[src/rtl/gold_code_sequencer.sv]
// gold_code_sequencer
//   Sequences a two-LFSR Gold code generator. It takes START / STOP / ADVANCE /
//   RETARD commands over a valid/ready handshake. It drives the generator's
//   load pulse, seed and step enable at the chip rate. It also tracks which chip
//   index is currently on the generator output.
//
// Ports
//   clk, rst        : system clock, asynchronous active-high reset
//   chip_en         : one-cycle chip-rate strobe
//   cmd_valid/ready : command handshake; accepted on valid && ready at the edge
//   cmd_op          : 00 START, 01 STOP, 10 ADVANCE, 11 RETARD
//   cmd_code        : B-register seed (START)
//   cmd_arg         : chip count (ADVANCE / RETARD)
//   gen_load        : one-cycle load pulse to the generator
//   gen_seed        : registered seed presented to the generator
//   gen_step        : generator shift enable for this cycle (combinational)
//   chip_count      : index of the chip currently on the generator output
//   epoch           : high in the cycle whose step wraps chip_count to 0
//   running         : high in RUN, ADV and HOLD
module gold_code_sequencer #(
    parameter int CODE_LEN = 32767,
    parameter int CNT_W    = 15,
    parameter int ARG_W    = 8
) (
    input  logic             clk,
    input  logic             rst,
    input  logic             chip_en,
    input  logic             cmd_valid,
    output logic             cmd_ready,
    input  logic [1:0]       cmd_op,
    input  logic [5:0]       cmd_code,
    input  logic [ARG_W-1:0] cmd_arg,
    output logic             gen_load,
    output logic [5:0]       gen_seed,
    output logic             gen_step,
    output logic [CNT_W-1:0] chip_count,
    output logic             epoch,
    output logic             running
);

    typedef enum logic [2:0] {
        S_IDLE,
        S_LOAD,
        S_RUN,
        S_ADV,
        S_HOLD
    } state_t;

    localparam logic [1:0] OP_START = 2'b00;
    localparam logic [1:0] OP_STOP  = 2'b01;
    localparam logic [1:0] OP_ADV   = 2'b10;
    localparam logic [1:0] OP_RET   = 2'b11;

    localparam logic [CNT_W-1:0] LAST_CHIP = CNT_W'(CODE_LEN - 1);
    localparam logic [ARG_W-1:0] ARG_ONE   = ARG_W'(1);
    localparam logic [ARG_W-1:0] ARG_ZERO  = '0;

    state_t           state_q, state_d;
    logic [CNT_W-1:0] chip_count_q, chip_count_d;
    logic [5:0]       gen_seed_q, gen_seed_d;
    logic [ARG_W-1:0] adv_cnt_q, adv_cnt_d;
    logic [ARG_W-1:0] hold_cnt_q, hold_cnt_d;
    logic             accept;

    // Outputs decoded straight from state so a step lands in the same cycle
    // as the chip_en that caused it.
    assign cmd_ready  = (state_q == S_IDLE) || (state_q == S_RUN);
    assign gen_step   = ((state_q == S_RUN) && chip_en) || (state_q == S_ADV);
    assign gen_load   = (state_q == S_LOAD);
    assign running    = (state_q == S_RUN) || (state_q == S_ADV) || (state_q == S_HOLD);
    assign epoch      = gen_step && (chip_count_q == LAST_CHIP);
    assign chip_count = chip_count_q;
    assign gen_seed   = gen_seed_q;
    assign accept     = cmd_valid && cmd_ready;

    always_comb begin
        state_d      = state_q;
        chip_count_d = chip_count_q;
        gen_seed_d   = gen_seed_q;
        adv_cnt_d    = adv_cnt_q;
        hold_cnt_d   = hold_cnt_q;

        // chip_count follows every generator shift, so it always matches the
        // generator phase.
        if (gen_step) begin
            chip_count_d = (chip_count_q == LAST_CHIP) ? '0 : chip_count_q + 1'b1;
        end

        unique case (state_q)
            S_IDLE: begin
                // STOP, ADVANCE and RETARD are accepted here but do nothing.
                if (accept && cmd_op == OP_START) begin
                    gen_seed_d = cmd_code;
                    state_d    = S_LOAD;
                end
            end
            S_LOAD: begin
                chip_count_d = '0;
                state_d      = S_RUN;
            end
            S_RUN: begin
                if (accept) begin
                    unique case (cmd_op)
                        OP_START: begin
                            gen_seed_d = cmd_code;
                            state_d    = S_LOAD;
                        end
                        OP_STOP: state_d = S_IDLE;
                        OP_ADV: begin
                            if (cmd_arg != ARG_ZERO) begin
                                adv_cnt_d = cmd_arg;
                                state_d   = S_ADV;
                            end
                        end
                        OP_RET: begin
                            if (cmd_arg != ARG_ZERO) begin
                                hold_cnt_d = cmd_arg;
                                state_d    = S_HOLD;
                            end
                        end
                        default: ;
                    endcase
                end
            end
            S_ADV: begin
                // One forced step per cycle. chip_en in this window is dropped.
                adv_cnt_d = adv_cnt_q - ARG_ONE;
                if (adv_cnt_q == ARG_ONE) state_d = S_RUN;
            end
            S_HOLD: begin
                // Each swallowed chip_en delays the code by one chip.
                if (chip_en) begin
                    hold_cnt_d = hold_cnt_q - ARG_ONE;
                    if (hold_cnt_q == ARG_ONE) state_d = S_RUN;
                end
            end
            default: state_d = S_IDLE;
        endcase
    end

    always_ff @(posedge clk or posedge rst) begin
        if (rst) begin
            state_q      <= S_IDLE;
            chip_count_q <= '0;
            gen_seed_q   <= '0;
            adv_cnt_q    <= '0;
            hold_cnt_q   <= '0;
        end else begin
            state_q      <= state_d;
            chip_count_q <= chip_count_d;
            gen_seed_q   <= gen_seed_d;
            adv_cnt_q    <= adv_cnt_d;
            hold_cnt_q   <= hold_cnt_d;
        end
    end

endmodule

[config.mk]
export PLATFORM = sky130hd
export DESIGN_NAME = gold_code_sequencer
export DESIGN_NICKNAME = d
export VERILOG_FILES = /design/src/rtl/gold_code_sequencer.sv
export SDC_FILE = /design/constraint.sdc
export NUM_CORES = 1
export LEC_CHECK = 0
export CAP_MARGIN = 5
export CORE_MARGIN = 5
export CORE_UTILIZATION = 40
export CTS_CLUSTER_SIZE = 10
export DETAILED_ROUTE_END_ITERATION = 8
export HOLD_SLACK_MARGIN = 0.12
export PLACE_DENSITY = 0.61
export RECOVER_POWER = 100
export SYNTH_ARGS = -nofsm -noshare
export SYNTH_HDL_FRONTEND = slang
export SYNTH_SLANG_ARGS = --single-unit
[constraint.sdc]
create_clock -name clk -period 2.3 [get_ports clk]
set_input_delay 0.345 -clock clk [delete_from_list [all_inputs] [get_ports clk]]
set_output_delay 0.345 -clock clk [all_outputs]
set_load 0.05 [all_outputs]
* After elaboration in Yosys (flattened, before gate mapping)
Index checks and enable logic that the tools add are counted.
** Operators by class
- Reductions and logical operators :: 19
- $add $sub $neg :: 3
- Muxes and demuxes :: 24
- Equal/unequal tests :: 21
** Operators with widths (count)
- $mux 8 :: 6
- $mux 15 :: 3
- $pmux 8 s2 :: 2
- $mux 3 :: 7
- $mux 6 :: 3
- $eq 8x1->1 const B :: 2
- $sub 8x1->8 const B :: 2
- $add 15x1->15 const B :: 1
- $eq 15x15->1 const B :: 1
- $pmux 3 s5 :: 1
- $ne 2x1->1 const B :: 7
- $pmux 3 s4 :: 1
- $pmux 6 s2 :: 1
- $reduce_and 4->1 :: 2
- $reduce_bool 2->1 :: 4
- $reduce_bool 8->1 :: 1
- $reduce_and 7->1 :: 1
- $eq 3x2->1 const B :: 2
- $ne 3x3->1 const B :: 2
- $reduce_and 5->1 :: 1
- $eq 2x2->1 const B :: 2
- $logic_and 1x1->1 :: 4
- $logic_or 1x1->1 :: 4
- $ne 2x2->1 const B :: 2
- other kinds (5) :: 5
** Storage, ports and cells
- Logic and storage cells :: 72
- Input bits :: 20
- Bits in registers :: 40
- Output and inout port bits :: 26

* Logic depth before layout (Yosys ltp)
Gate-level depths: netlist of run 1.
- Depth after elaboration :: 6
- Mapped depth :: 6

* Least setup slack after synthesis of run 1
No wires, ideal clock.
- Path kind :: reg-to-output
- Start point :: reg chip_count_q[2] (netlist: chip_count[2])
- End point :: out epoch
- Stages on the path, launching flop included :: 5
- Data arrival time :: 2592 ps
- Required time :: 1955 ps
- Path slack :: -637 ps
- Cells stage by stage :: dfrtp_1 -> nand3_1 -> or4_1 -> buf_2 -> nor3_1
** On the way
- Cells in the longest elaborated chain, start to end :: 2
** Ends and longest elaborated chain
- start: declaration :: RTL line 59 : logic [CNT_W-1:0] chip_count_q, chip_count_d;
- start signal: assignment :: RTL line 150 : chip_count_q <= chip_count_d;
- $eq 15x15->1 :: RTL line 71 : assign epoch = gen_step && (chip_count_q == LAST_CHIP);
- $logic_and 1x1->1 :: RTL line 71
- end: declaration :: RTL line 37 : output logic epoch,
No other way between the ends.

* Worst setup path after layout of run 1
- Start point :: reg chip_count_q[5] (netlist: chip_count[5])
- End point :: out epoch
Same word-level chain as after synthesis.

==> flow_metrics.tcl, run 1 <==
set metrics [dict create \
    clockRootBuffer "clkbuf_8" \
    syn_to_final_growth_pct 34.1 \
    power.share.clock_pct 18.9 \
    cts_buffers 5 \
    r2r-end "state_q[1]" \
    reg2reg_slack_ns 0.24 \
    fin_area_sq_um 3230 \
    synth_area_per_cell_sq_um 9.47 \
    layout_commonest_cell "dfrtp_1" \
    leakage_nw 1.40 \
    hold_violations 0 \
    rsz0062_at_grt "false" \
    ir_worst_vdd_mv 0.548 \
    start_util_pct 40.9 \
    p_int_mw 1.92 \
    post-place-ws_ns -0.230 \
    first_iter_violations 107 \
    cts_buffer_depth 2 \
    min_period_ns 2.15 \
    reg2reg_from "hold_cnt_q[4]" \
    worstSetupPathType "flip-flop to output port" \
    cts_tree "yes" \
    slew_viol_final 0 \
    synth-compound-area-share_pct 22.0 \
    hpwl_microns 4590 \
    final_util_pct 54.8 \
    numPortBuffers 45 \
    setup_ws_ns 0.145 \
    syn_inst 254 \
    ios 46 \
    final_cell_mix "dfrtp_1 (39), dlygate4sd3_1 (23), nor2_1 (21), buf_4 (21), o21ai_0 (19)" \
    min_path_type "flip-flop to flip-flop" \
    synth_fa_ha_area_share_pct 3.12 \
    ys_seq_elements 40 \
    place_area_sq_um 3150 \
    rr_worst_depth 4 \
    synth_xor_area_share_pct 2.91 \
    required_ns 1.96 \
    worstSetupEndpointType "output port" \
    fmax_ghz 0.464 \
    syn_nets 280 \
    yosys_warnings 0 \
    clk_latency_ns 0.29 \
    via_per_inst 5.55 \
    worstPathArrival_ns 1.81 \
    tightest_slew_ns 1.02 \
    max_slew_margin_pct 32.1 \
    grt_max_degree 41 \
    setup_violations 0 \
    grt_pass1_vias 2106 \
    tns_ns 0 \
    muxShareOfSynthArea_pct 5.04 \
    chipWidth_microns 87.6 \
    ys_types 53 \
    groute.usage.overall_pct 16.8 \
    chipHeight_microns 87.6 \
    coreArea_sq_um 5890 \
    drv_cap 0 \
    synthFlopType "dfrtp_1" \
    grt.overflow.total 0 \
    p_sw_mw 1.40 \
    finish.net_count 349 \
    rows 28 \
    swShare_pct 42.2 \
    antenna_found_initial 0 \
    synth_top_family_by_area "compound AO/OA/AOI/OAI gates" \
    wirelength_microns 6040 \
    yosysSeqAreaShare_pct 41.6 \
    place_congestion 0.818 \
    path_clk_slew_ns 0.07 \
    fin_hold_ws_ns 0.502 \
    antenna_cells 0 \
    power_frac_comb_pct 47.4 \
    crit_path_end "epoch" \
    first_pass_iters 4 \
    seqPwrFrac_pct 33.6 \
    synth_edf_count 0 \
    drive_gt1_share_pct 17.9 \
    dieArea_sq_um 7670 \
    status "complete, no violations" \
    post-route-drc-count 0 \
    synth.cell_area_sq_um 2410 \
    h-tree-depth 2 \
    synthSimpleGateAreaFrac_pct 21.1 \
    power-per-cell-area_nw_per_um2 1030 \
    synthArstFlopShare_pct 100 \
    routedWlPerCell_microns 15.1 \
    cp-startpoint "chip_count[5]" \
    crit_fanout 11 \
    grt_pass1_wl_microns 10200 \
    vias 2216 \
    clkSinkCount 40 \
    fin_skew_ns 0.00729 \
    postRouteAntennaNets 0 \
    post-route-period-util_pct 93.7 \
    postCtsHoldBufs 0 \
    start_kind "flip-flop" \
]
kinds of logic (layout without fill, tap and decap cells):
| family | after synthesis | count (layout) |
|---|---|---|
| buffers and inverters | 24 | 94 |
| AO/OA/AOI/OAI | 75 | 75 |
| flip-flops | 40 | 40 |
| XOR/XNOR | 8 | 8 |
| multiplexers | 11 | 11 |
| AND/OR/NAND/NOR | 90 | 90 |
| adder cells (fa/ha/maj) | 6 | 6 |
layer usage:
layer	track usage (%)	routed length (microns)
met2	26.6	2800
met4	3.77	41
met1	23.1	2850
met3	4.42	352
met5	0	0
critical path, stage by stage (launching register included):
cell     delay, ns
dfrtp_1       0.45
nand4_1       0.14
or4_4         0.58
nor3_4        0.19
buf_12        0.16
stage by stage:
stage / power (mW) / cells
2_1_floorplan: 2.18 / 254
3_5_place_dp: 2.78 / 391
6_report: 3.32 / 399
5_1_grt: 3.56 / 399
3_3_place_gp: 2.77 / 391
4_1_cts: 3.43 / 399
registers in the layout (all words and copies together), names as in the netlist:
name / cells
gen_seed: 6
hold_cnt_q: 8
adv_cnt_q: 8
chip_count: 15
state_q: 3
layout make-up:
cell class | instances | area, sq um
tap | 75 | 93.8
multi-input combinational | 190 | 1310
clock buffer | 7 | 96.3
fill | 564 | 2660
timing repair buffer | 73 | 643
sequential | 40 | 1000
clock inverter | 1 | 30.0
inverter | 13 | 48.8
cell usage after synthesis (2+ instances only):
master     instances  share of area (%)
o221ai_1           3                1.1
or4_1              5                1.6
a21oi_1           13                2.7
xnor2_1            7                2.5
nand3_1            6                1.2
nor3b_1            3               0.94
nor2_1            20                3.1
nor3_1             9                1.9
a31oi_1            2               0.52
a31o_2             3                1.1
o211ai_1           4                1.2
nand2_1           14                2.2
buf_2              3               0.62
a2bb2oi_1          3                1.1
dfrtp_1           40                 42
mux2i_1            2               0.83
ha_1               6                3.1
o21ai_0           18                3.7
mux2_2             9                4.2
inv_1             13                2.0
or3b_2             2               0.73
clkbuf_1           7                1.1
o2bb2ai_1         12                4.4
nand4_1            3               0.78
nand2b_1           4                1.0
and3_1             2               0.52
or3_1              4                1.0
o31ai_1            4                1.2
nand3b_1           3               0.94
o21a_1             2               0.62
a22oi_1            3               0.94
nor4_1             4                1.0
how the worst min path moves through the flow:
stage / from / to / cells after the start
finish: adv_cnt_q[6] / adv_cnt_q[6] / 1
global route: adv_cnt_q[6] / adv_cnt_q[6] / 1
CTS: rst / gen_seed[2] / 3
detailed placement: adv_cnt_q[6] / adv_cnt_q[6] / 1
global placement: adv_cnt_q[6] / adv_cnt_q[6] / 1
floorplan: adv_cnt_q[6] / adv_cnt_q[6] / 1
power groups by stage:
| stage | sequential [mW] | combinational, mW | clock (mW) |
|---|---|---|---|
| 2_1_floorplan | 1.34 | 0.847 | 0 |
| 3_3_place_gp | 1.13 | 1.64 | 0 |
| 3_5_place_dp | 1.13 | 1.65 | 0 |
| 4_1_cts | 1.12 | 1.66 | 0.656 |
| 5_1_grt | 1.15 | 1.72 | 0.683 |
| 6_report | 1.12 | 1.57 | 0.629 |
what timing repair did:
| action | CTS | global route |
|---|---|---|
| endpoints found under the hold margin | 0 | 0 |
| resized for setup | 1 | 2 |
| setup endpoints to repair | 1 | 1 |
| setup buffers | 0 | 0 |
(Power assumes the default switching activity.)
==> inputs of run 2 (changes only) <==
CAP_MARGIN = default   (was 5)
CTS_CLUSTER_SIZE = 12   (was 10)
GPL_TIMING_DRIVEN = 0   (was default)
==> flow_metrics.tcl, run 2 (synthesis results as in run 1) <==
set metrics [dict create \
    fin_hold_ws_ns 0.494 \
    slew_viol_final 41 \
    worstSetupEndpointType "flip-flop" \
    tightest_slew_ns 1.56 \
    grt_pass1_wl_microns 10100 \
    numPortBuffers 45 \
    dp.cells 374 \
    multiInputGateArea_sq_um 1330 \
    worstPathArrival_ns 2.44 \
    post-route-period-util_pct 98.0 \
    first_iter_violations 91 \
    instances_no_fill 385 \
    path_clk_slew_ns 0.08 \
    coreArea_sq_um 5890 \
    syn_to_final_growth_pct 28.1 \
    clockRootBuffer "clkbuf_8" \
    cts_buffers 5 \
    postRouteAntennaNets 0 \
    postCtsHoldBufs 0 \
    fmax_ghz 0.444 \
    hpwl_microns 4430 \
    final_cell_mix "dfrtp_1 (35), nor2_1 (20), clkdlybuf4s50_1 (20), dlygate4sd3_1 (20), o21ai_0 (18)" \
    grt.overflow.total 0 \
    cts_tree "yes" \
    grt_max_degree 41 \
    cts_buffer_depth 2 \
    clkSinkCount 40 \
    post-place-ws_ns -0.379 \
    rsz0062_at_grt "true" \
    ios 46 \
    clk_latency_ns 0.30 \
    fin_skew_ns 0.00554 \
    post-route-drc-count 0 \
    chipHeight_microns 87.6 \
    ir_worst_vdd_mv 0.569 \
    routedWlPerCell_microns 15.6 \
    setup_ws_ns 0.0457 \
    largest_reg_flops 15 \
    min_period_ns 2.25 \
    crit_fanout 8 \
    drive_gt1_share_pct 14.8 \
    chipWidth_microns 87.6 \
    power-per-cell-area_nw_per_um2 1010 \
    finish.net_count 335 \
    required_ns 2.48 \
    via_per_inst 5.61 \
    layout_commonest_cell "dfrtp_1" \
    antenna_cells 0 \
    drv_cap 1 \
    max_slew_margin_pct -4.17 \
    first_pass_iters 4 \
    rows 28 \
    setup_violations 0 \
    register_area_sq_um 1010 \
    grt_pass1_vias 1970 \
    wirelength_microns 6000 \
    dieArea_sq_um 7670 \
    num-fill-cells 559 \
    hold_violations 0 \
    place_congestion 0.799 \
    totalPowerFinal_mw 3.10 \
    min_path_type "flip-flop to flip-flop" \
    antenna_found_initial 0 \
    tns_ns 0 \
    start_kind "input pin" \
    leakage_nw 1.29 \
    vias 2159 \
    h-tree-depth 2 \
    groute.usage.overall_pct 16.6 \
    start_util_pct 40.9 \
    status "complete, but fails checks" \
    worstSetupPathType "input pin to flip-flop" \
    failed_checks "capacitance limit, slew limit" \
]
==> run 2: changes by cell type in the layout (fill, tap and decap cells not counted), sizes merged <==
| cell | delta |
|---|---|
| dlygate4sd2 | +1 |
| clkinv | +3 |
| clkdlybuf4s15 | +1 |
| dlygate4sd3 | -3 |
| clkbuf | +1 |
| buf | -19 |
| clkdlybuf4s50 | +3 |
| bufinv | -1 |
==> run 2: cell type report <==
type | count | share of cell area (%)
timing repair buffer | 49 | 15.1
sequential | 40 | 32.7
clock buffer | 5 | 2.23
multi-input combinational | 190 | 43.2
tap | 75 | 3.04
buffer | 10 | 1.62
clock inverter | 3 | 0.609
inverter | 13 | 1.58
==> run 2: worst max-delay path, cell delays in order <==
cell,delay (ns)
dlygate4sd3_1,0.63
or4_1,0.55
o211a_1,0.37
nor2_4,0.19
mux2_2,0.35
==> run 2: metrics by stage <==
stage               utilization, %  instance area (sq um)
floorplan                        -                   2420
global placement              50.3                   2960
detailed placement            50.3                   2960
CTS                           52.1                   3070
global route                  52.4                   3080
finish                        52.4                   3080
==> run 2: repair_timing <==
action,4_1_cts,5_1_grt
setup endpoints to repair,8,16
buffers inserted,1,3
gates resized for setup,21,10
endpoints found under the hold margin,0,0
pin swaps,1,1
==> run 2: final timing paths <==
kind | startpoint | to | slack (ns) | cells past startpoint
max in group asynchronous | rst | chip_count[2] | 0.46 | 2
hold / removal | adv_cnt_q[6] | adv_cnt_q[6] | 0.49 | 1
setup / recovery | cmd_arg[0] | adv_cnt_q[1] | 0.05 | 5
hold reg to reg | adv_cnt_q[6] | adv_cnt_q[6] | 0.49 | 1
min in group asynchronous | rst | chip_count[4] | 0.81 | 2
setup reg to reg | hold_cnt_q[1] | state_q[1] | 0.19 | 6
==> run 2: report_power, final <==
group	internal [mW]	switching [mW]	total, mW
Clock	0.212	0.267	0.479
Combinational	0.554	0.946	1.50
Sequential	0.922	0.204	1.13
==> run 2: routing by layer <==
layer | vias to the layer above | wire, microns | GRT usage (%)
met5 | - | 0 | 0
met4 | 0 | 51 | 3.77
met3 | 5 | 364 | 4.52
met2 | 48 | 2670 | 23.6
met1 | 1039 | 2920 | 25.0
li1 | 1067 | - | -
==> inputs of run 3 (changes only) <==
CTS_BUF_LIST = sky130_fd_sc_hd__clkbuf_8   (was default)
==> results of run 3 <==
The final DEF is identical to that of run 2; final timing and power are the same.
